$ cat src/rtl/cic_pkg.sv
// ---------------------------------------------------------------------------
// cic_pkg
//
// Shared definitions for the CIC filter family (decimator now, interpolator
// later).
//
// Contents:
//   clog2             ceiling log2 usable in constant expressions
//   cic_acc_w         internal datapath width with full Hogenauer bit growth
//   cic_params_ok     legal-range check for order, rate and differential delay
//   cic_scale_e       how the last comb output is mapped onto the output port
//   cic_scale_mode    picks the scaling mode from the two widths
// ---------------------------------------------------------------------------
package cic_pkg;

    localparam int CIC_MIN_N = 1;
    localparam int CIC_MAX_N = 6;
    localparam int CIC_MIN_R = 2;
    localparam int CIC_MIN_M = 1;
    localparam int CIC_MAX_M = 2;

    // Output mapping: keep the MSBs when the accumulator is wider than the
    // port, otherwise sign-extend the full accumulator.
    typedef enum logic {
        SCALE_TRUNC = 1'b0,
        SCALE_SEXT  = 1'b1
    } cic_scale_e;

    function automatic int clog2(input int value);
        int result;
        int remaining;
        result    = 0;
        remaining = value - 1;
        while (remaining > 0) begin
            result    = result + 1;
            remaining = remaining >> 1;
        end
        return result;
    endfunction

    // Worst-case growth is (R*M)^N, i.e. N*clog2(R*M) extra bits.
    function automatic int cic_acc_w(input int in_w, input int n, input int r, input int m);
        return in_w + n * clog2(r * m);
    endfunction

    function automatic bit cic_params_ok(input int n, input int r, input int m);
        return (n >= CIC_MIN_N) && (n <= CIC_MAX_N) &&
               (r >= CIC_MIN_R) &&
               (m >= CIC_MIN_M) && (m <= CIC_MAX_M);
    endfunction

    function automatic cic_scale_e cic_scale_mode(input int acc_w, input int out_w);
        return (acc_w > out_w) ? SCALE_TRUNC : SCALE_SEXT;
    endfunction

endpackage

$ cat src/rtl/cic_decimator_comb.sv
// ---------------------------------------------------------------------------
// cic_comb_stage
//
// One differential-delay comb section running at the decimated rate.
// Every strobe computes out = in - in[n-M] and pushes the input into an
// M-deep delay line. The strobe is registered alongside the data so a chain
// of these stages forms a self-timed pipeline with one register per stage.
//
// Parameters:
//   W   datapath width (modular arithmetic, no saturation)
//   M   differential delay in decimated samples (1 or 2)
//
// Ports:
//   clk       clock
//   rst       asynchronous active-high reset
//   in_stb    in_data is a new decimated sample this cycle
//   in_data   comb input sample
//   out_stb   out_data was updated on the previous edge (token passed on)
//   out_data  comb output sample, held between strobes
// ---------------------------------------------------------------------------
module cic_comb_stage
    import cic_pkg::*;
#(
    parameter int W = 14,
    parameter int M = 1
) (
    input  logic         clk,
    input  logic         rst,
    input  logic         in_stb,
    input  logic [W-1:0] in_data,
    output logic         out_stb,
    output logic [W-1:0] out_data
);

    logic [W-1:0] dly_q [M];
    logic [W-1:0] dly_d [M];
    logic [W-1:0] data_q;
    logic [W-1:0] data_d;
    logic         stb_q;
    logic         stb_d;

    // The delay line only shifts on a strobe, so its depth is counted in
    // decimated samples regardless of how far apart the strobes arrive.
    always_comb begin
        dly_d  = dly_q;
        data_d = data_q;
        stb_d  = in_stb;
        if (in_stb) begin
            data_d   = in_data - dly_q[M-1];
            dly_d[0] = in_data;
            for (int i = 1; i < M; i++) begin
                dly_d[i] = dly_q[i-1];
            end
        end
    end

    always_ff @(posedge clk or posedge rst) begin
        if (rst) begin
            for (int i = 0; i < M; i++) begin
                dly_q[i] <= '0;
            end
            data_q <= '0;
            stb_q  <= 1'b0;
        end else begin
            dly_q  <= dly_d;
            data_q <= data_d;
            stb_q  <= stb_d;
        end
    end

    assign out_stb  = stb_q;
    assign out_data = data_q;

endmodule

$ cat src/rtl/cic_decimator.sv
// ---------------------------------------------------------------------------
// cic_decimator
//
// N-stage CIC decimator with full Hogenauer bit growth. Integrators run on
// every accepted input sample; combs run once per R accepts. Input gaps
// (in_valid low) simply freeze the integrators and phase counter, so the
// output sequence depends only on the accepted samples.
//
// Parameters:
//   IN_W   input sample width (signed)
//   OUT_W  output sample width (signed)
//   N      filter order, 1..6
//   R      decimation factor, >= 2
//   M      differential delay, 1 or 2
//
// Ports:
//   clk        clock
//   rst        asynchronous active-high reset
//   in_valid   in_data is accepted on this edge
//   in_data    input sample
//   out_valid  one-cycle strobe, out_data is new
//   out_data   decimated output, held until the next strobe
//
// Latency: out_valid rises N+2 edges after the window-completing accept.
// ---------------------------------------------------------------------------
module cic_decimator
    import cic_pkg::*;
#(
    parameter int IN_W  = 8,
    parameter int OUT_W = 16,
    parameter int N     = 3,
    parameter int R     = 4,
    parameter int M     = 1
) (
    input  logic             clk,
    input  logic             rst,
    input  logic             in_valid,
    input  logic [IN_W-1:0]  in_data,
    output logic             out_valid,
    output logic [OUT_W-1:0] out_data
);

    localparam int         ACC_W      = cic_acc_w(IN_W, N, R, M);
    localparam int         PH_W       = (clog2(R) > 0) ? clog2(R) : 1;
    localparam cic_scale_e SCALE_MODE = cic_scale_mode(ACC_W, OUT_W);
    localparam int         SHIFT      = (SCALE_MODE == SCALE_TRUNC) ? (ACC_W - OUT_W) : 0;

    generate
        if (!cic_params_ok(N, R, M)) begin : g_param_check
            $fatal(1, "cic_decimator: illegal parameters (need 1<=N<=6, R>=2, M in {1,2})");
        end
    endgenerate

    logic [ACC_W-1:0] in_ext;
    logic [PH_W-1:0]  phase_q;
    logic [PH_W-1:0]  phase_d;
    logic             wca;
    logic             dec_stb_q;
    logic             dec_stb_d;
    logic [ACC_W-1:0] comb_in_q;
    logic [ACC_W-1:0] comb_in_d;
    logic             comb_in_stb_q;
    logic             comb_in_stb_d;
    logic [ACC_W-1:0] comb_last;
    logic             comb_last_stb;
    logic [ACC_W-1:0] scaled_acc;
    logic [OUT_W-1:0] scaled;
    logic             out_valid_q;
    logic             out_valid_d;
    logic [OUT_W-1:0] out_data_q;
    logic [OUT_W-1:0] out_data_d;

    assign in_ext = ACC_W'($signed(in_data));

    // Integrator chain. Each stage adds the previous stage's registered value,
    // so the chain is pipelined and the whole chain only moves on an accept.
    // Wraparound is intentional: the combs cancel it exactly.
    generate
        for (genvar k = 0; k < N; k++) begin : g_integ
            logic [ACC_W-1:0] acc_q;
            logic [ACC_W-1:0] acc_d;
            logic [ACC_W-1:0] addend;

            if (k == 0) begin : g_src
                assign addend = in_ext;
            end else begin : g_src
                assign addend = g_integ[k-1].acc_q;
            end

            always_comb begin
                acc_d = acc_q;
                if (in_valid) begin
                    acc_d = acc_q + addend;
                end
            end

            always_ff @(posedge clk or posedge rst) begin
                if (rst) begin
                    acc_q <= '0;
                end else begin
                    acc_q <= acc_d;
                end
            end
        end
    endgenerate

    // Phase counter and decimation strobe. The accept that sees phase R-1
    // completes a window; the strobe is registered so the comb input samples
    // the last integrator one edge later, after it has absorbed that accept.
    always_comb begin
        wca       = in_valid && (phase_q == PH_W'(R - 1));
        phase_d   = phase_q;
        dec_stb_d = wca;
        if (in_valid) begin
            phase_d = wca ? '0 : phase_q + 1'b1;
        end
    end

    // Comb input register: holds the decimated integrator sample and
    // launches the token that walks down the comb pipeline.
    always_comb begin
        comb_in_d     = comb_in_q;
        comb_in_stb_d = dec_stb_q;
        if (dec_stb_q) begin
            comb_in_d = g_integ[N-1].acc_q;
        end
    end

    always_ff @(posedge clk or posedge rst) begin
        if (rst) begin
            phase_q       <= '0;
            dec_stb_q     <= 1'b0;
            comb_in_q     <= '0;
            comb_in_stb_q <= 1'b0;
        end else begin
            phase_q       <= phase_d;
            dec_stb_q     <= dec_stb_d;
            comb_in_q     <= comb_in_d;
            comb_in_stb_q <= comb_in_stb_d;
        end
    end

    generate
        for (genvar k = 0; k < N; k++) begin : g_comb
            logic [ACC_W-1:0] stage_in;
            logic             stage_in_stb;
            logic [ACC_W-1:0] stage_out;
            logic             stage_out_stb;

            if (k == 0) begin : g_src
                assign stage_in     = comb_in_q;
                assign stage_in_stb = comb_in_stb_q;
            end else begin : g_src
                assign stage_in     = g_comb[k-1].stage_out;
                assign stage_in_stb = g_comb[k-1].stage_out_stb;
            end

            cic_comb_stage #(
                .W (ACC_W),
                .M (M)
            ) u_stage (
                .clk      (clk),
                .rst      (rst),
                .in_stb   (stage_in_stb),
                .in_data  (stage_in),
                .out_stb  (stage_out_stb),
                .out_data (stage_out)
            );
        end
    endgenerate

    assign comb_last     = g_comb[N-1].stage_out;
    assign comb_last_stb = g_comb[N-1].stage_out_stb;

    // An arithmetic shift followed by a narrowing cast keeps exactly the top
    // OUT_W bits (plain truncation, no rounding); with SHIFT == 0 the signed
    // cast sign-extends instead.
    assign scaled_acc = $signed(comb_last) >>> SHIFT;
    assign scaled     = OUT_W'($signed(scaled_acc));

    always_comb begin
        out_valid_d = comb_last_stb;
        out_data_d  = out_data_q;
        if (comb_last_stb) begin
            out_data_d = scaled;
        end
    end

    always_ff @(posedge clk or posedge rst) begin
        if (rst) begin
            out_valid_q <= 1'b0;
            out_data_q  <= '0;
        end else begin
            out_valid_q <= out_valid_d;
            out_data_q  <= out_data_d;
        end
    end

    assign out_valid = out_valid_q;
    assign out_data  = out_data_q;

endmodule

$ cat config.mk
export PLATFORM = sky130hd
export DESIGN_NAME = cic_decimator
export DESIGN_NICKNAME = d
export VERILOG_FILES = /design/src/rtl/cic_pkg.sv /design/src/rtl/cic_decimator_comb.sv /design/src/rtl/cic_decimator.sv
export SDC_FILE = /design/constraint.sdc
export NUM_CORES = 1
export LEC_CHECK = 0
export ABC_CLOCK_PERIOD_IN_PS = 6900
export CORE_AREA = 4 4 143 145
export CTS_CLUSTER_DIAMETER = 60
export CTS_CLUSTER_SIZE = 30
export DETAILED_ROUTE_END_ITERATION = 10
export DIE_AREA = 0 0 147 149
export PLACE_DENSITY = 0.78
export SLEW_MARGIN = 20
export SYNTH_ARGS = -nofsm -noshare
export SYNTH_HDL_FRONTEND = slang
export SYNTH_SLANG_ARGS = --single-unit
$ cat constraint.sdc
create_clock -name clk -period 6.9 [get_ports clk]
set_clock_uncertainty 0.2 [all_clocks]
set_input_delay 1.38 -clock clk [delete_from_list [all_inputs] [get_ports clk]]
set_output_delay 1.38 -clock clk [all_outputs]
set_load 0.02 [all_outputs]
---- Word level (Yosys, flattened, before mapping) ----
Cells that the tools add are included.
operators by class
  $add $sub $neg .......................... 7
  multipliers ............................. 0
  div/mod/pow operators ................... 0
  order comparisons ....................... 0
  equal/unequal tests ..................... 1
  shift-type cells ........................ 0
  mux-type cells .......................... 1
  bitwise gates (word level) .............. 0
  reductions and logical operators ........ 1
operators by type and width
  kind                 count
  $add 14x14->14       3
  $sub 14x14->14       3
  $add 2x1->2 const B  1
  $eq 2x2->1 const B   1
  $mux 2               1
  $logic_and 1x1->1    1
storage, ports and cells
  flip-flop bits (word level) ............. 162
  latch bits .............................. 0
  RAM bits ................................ 0
  memory bits (read-only) ................. 0
  input bits .............................. 11
  output and inout port bits .............. 17
  logic and storage cells ................. 28
  memories ................................ 0

---- Depth between registers and ports, before layout ----
  word-level depth ........................ 3
  mapped depth ............................ 11
  mapped depth without buffers ............ 11

---- Hierarchy ----
A second synthesis with hierarchy kept.
unflattened totals
  cell total of the unflattened synthesis .. 1001
  area total of the unflattened synthesis .. 9995.8 sq um
modules (own cells, without submodules)
  module                                   instances  cells each  area an instance (sq um)  sequential area each (sq um)
  cic_decimator                            1          444         4678.2                    1876.8
  cic_comb_stage at g_comb[1].u_stage ...  2          187         1786.7                    725.7
  cic_comb_stage at g_comb[0].u_stage      1          183         1744.2                    725.7

---- Least setup slack after synthesis ----
No wires, ideal clock.
  path type ............................... in2reg
  from .................................... in in_data[0]
  to ...................................... reg g_integ[0].acc_q[12]
  library setup time ...................... 0.125 ns
  arrival ................................. 3.189 ns
  required time ........................... 6.575 ns
  path slack .............................. 3.386 ns
  cell stages on the path ................. 10
  path buffers ............................ 0
  cell sequence ........................... ha_1 inv_1 fa_1 nor2b_1 o31a_1 o311ai_1 a2111oi_0 nor2_1 xnor2_1 mux2_2
on the way
  word-level cells in the longest chain between the ends .. 1
RTL lines
  element                 RTL line              text
  start: declaration      cic_decimator.sv:38   input logic [IN_W-1:0] in_data,
  $add 14x14->14          cic_decimator.sv:93   acc_d = acc_q + addend;
  end signal: assignment  cic_decimator.sv:99   acc_q <= '0;
  end signal: assignment  cic_decimator.sv:101  acc_q <= acc_d;
  end: declaration        cic_decimator.sv:80   logic [ACC_W-1:0] acc_q;
Every way passes these cells.
A chain may end at the register's enable or synchronous reset.

---- Final worst setup path ----
Same ends and word-level chain as after synthesis.

==> impl_metrics.toml <==
[run_status]
outcome = "finished clean"

[synth]
ys_ff_latch = 162
synth-main-ff-cell = "dfrtp_1"
syn-num-nets = 1038
ys_warn_count = 0
synth_edf_count = 0
ys_types = 56
avgSynthCellArea_um2 = 10.0
syn_inst = 942
ys_async_sr_fraction_pct = 100
synth_seq_area_share_pct = 43.0
synth_area_um2 = 9430

[worst_setup_path]
crit-reg2reg-launch = "g_comb[0].u_stage.out_data[0]"
criticalPathCategory = "in -> reg"
startpoint = "in_data[0]"
cp-start-kind = "input pin"
crit_required_ps = 7010
rrSetupSlack_ps = 3840
endpoint_kind = "register"
critPathMaxFanout = 3
r2r_cells = 11
r2r-end = "g_comb[1].u_stage.out_data[12]"
crit_arrival_ps = 3860
cp-endpoint = "g_integ[0].acc_q[12]"

[cts]
clk_path_buf_depth = 2
cts_setup_buffers = 0
cts_tree = "built"
cts-resized-gates = 0
cts_buffers = 17
root_buffer = "clkbuf_16"
clk_pin_slew_ps = 70
clk_latency_ps = 430
clkSinkCount = 162
hold_buffers = 0
htreeDepth = 4

[timing]
setup_viol = 0
slew_headroom_pct = 37.1
timing.final.crit_share_pct = 54.4
final_max_slew_viol_count = 0
hold_viol_final = 0
fmax_mhz = 266
holdWs_ps = 267
setup_tns_ps = 0
fin_crit_ps = 3750
tightest_slew_ps = 944
rsz0062_at_grt = "false"

[final_layout]
antenna_cells = 0
area_growth_pct = 12.2
final_nets = 1062
seqCellArea_um2 = 4050
layout-drive-gt1-share_pct = 12.6
multiInputGateArea_um2 = 4970
fillCellCount = 1634

[die]
die_h_um = 149
core_region_area_um2 = 19200
start_util_pct = 49.1
chipWidth_um = 147
io-pin-count = 28
die-area_um2 = 21900
num_rows = 51

[global_route]
overflow = 0
grt_pass1_wl_um = 30400
grt_usage_pct = 16.5
grt_antenna_before_repair = 0
grt_pass1_vias = 6700
grt_max_degree = 107

[place]
dp.final_hpwl_um = 11800
portBuffers = 27
place_congestion = 0.840

[worst_hold_path]
hold_class = "reg -> reg"
hold_start = "g_integ[2].acc_q[13]"
hold_path_depth = 1

[flow_run]
maxCapViolCount = 0

[routing]
drt_iter0_drc = 318
first_pass_iters = 5
postRouteAntennaNets = 0
wl_per_cell_um = 13.6
drt-vias-per-instance = 5.44
vias = 6762
drc = 0
wl_um = 16900
## sequential cells by signal (all words and copies together), names as in the netlist
name / count
g_comb.u_stage.out_data: 42
g_integ.acc_q: 42
comb_in_stb_d: 1
comb_in_stb_q: 1
phase_q: 2
g_comb.u_stage.dly_q: 42
out_data: 14
comb_in_q: 14
out_valid: 1
g_comb.u_stage.out_stb: 3
## cell usage in the layout (no fill, tap or decap), types with 3 or more instances in the layout
cell type          n
nor2b_1            6
o311ai_0           3
nand2_1           81
ha_1              79
buf_4              5
a211oi_1          10
mux2_2            77
nand4b_1           3
xnor2_1           39
xor2_1            17
nor3_1            15
fa_1               6
nand2b_1           9
dfrtp_1          162
a21boi_0           3
o21bai_1           7
a21o_1            20
a21oi_1           61
clkinv_4           3
nor2_1            60
or3_1              4
inv_6              6
and3_1             5
clkbuf_16         17
mux2i_1            6
clkdlybuf4s50_1   26
o31a_1             3
o31ai_1           12
nand3_1           11
nand4_1            4
o21a_1            13
o21ai_0           85
a2111oi_0          4
inv_1             77
## layer usage
layer	part of all wire, %	track usage [%]	vias to the layer above
met1	45	20.2	3268
met4	1.7	5.45	0
met2	51	29.5	98
met5	0	0	-
met3	2.8	3.31	28
li1	-	-	3368
## per-stage QoR
step           cell area, µm²  cells  worst slack, ps  util (%)
2_1_floorplan            9430    942              943         -
3_3_place_gp             9960   1212             2770      51.8
3_5_place_dp             9960   1212             2730      51.8
4_1_cts                 10600   1244             3170      55.1
5_1_grt                 10600   1244             2930      55.1
6_report                10600   1244             3150      55.1
## layout make-up
class,instances,area share [%]
Tap cell,265,3.14
Clock inverter,15,1.82
Inverter,79,2.85
Clock buffer,17,4.02
Timing Repair Buffer,32,2.86
Multi-Input combinational cell,674,47.0
Sequential cell,162,38.3
## worst max-delay path, stage by stage
cell	delay [ps]
clkdlybuf4s50_1	460
ha_1	190
inv_1	60
fa_1	400
nor2b_1	160
o31a_1	180
o311ai_1	160
a2111oi_0	400
nor2_1	90
xnor2_1	130
mux2_2	250
## cells by family (layout without fill, tap and decap cells)
logic type | after synthesis | in the layout | share of synthesized area, %
and+or+nand+nor | 207 | 207 | 10.0
adders and majority gates | 85 | 85 | 11.8
buffers and inverters | 106 | 143 | 4.30
muxes | 83 | 83 | 9.84
AOI/OAI and AO/OA | 243 | 243 | 15.9
xor gates and xnor gates | 56 | 56 | 5.20
DFF | 162 | 162 | 43.0
## cell usage after synthesis (10+ instances only)
library cell / n / share of area [%]
a211oi_1: 10 / 0.80
a21oi_1: 61 / 3.2
nand2_1: 81 / 3.2
xnor2_1: 39 / 3.6
nand3_1: 11 / 0.58
dfrtp_1: 162 / 43
clkbuf_1: 21 / 0.84
inv_1: 78 / 3.1
o31ai_1: 12 / 0.96
o21a_1: 13 / 1.0
o21ai_0: 85 / 4.5
nor3_1: 15 / 0.80
nor2_1: 60 / 2.4
xor2_1: 17 / 1.6
ha_1: 79 / 10
mux2_2: 77 / 9.2
a21o_1: 20 / 1.6
## worst min-delay path by stage
stage / slack [ps] / to
floorplan: 150 / comb_in_stb_q
global placement: 260 / g_integ[2].acc_q[13]
detailed placement: 260 / g_integ[2].acc_q[13]
CTS: 270 / g_integ[2].acc_q[13]
global route: 320 / out_data[2]
finish: 270 / g_integ[2].acc_q[13]
Power is not shown: default switching activity piles up to over one toggle a cycle in this logic, so the estimate is an artifact.
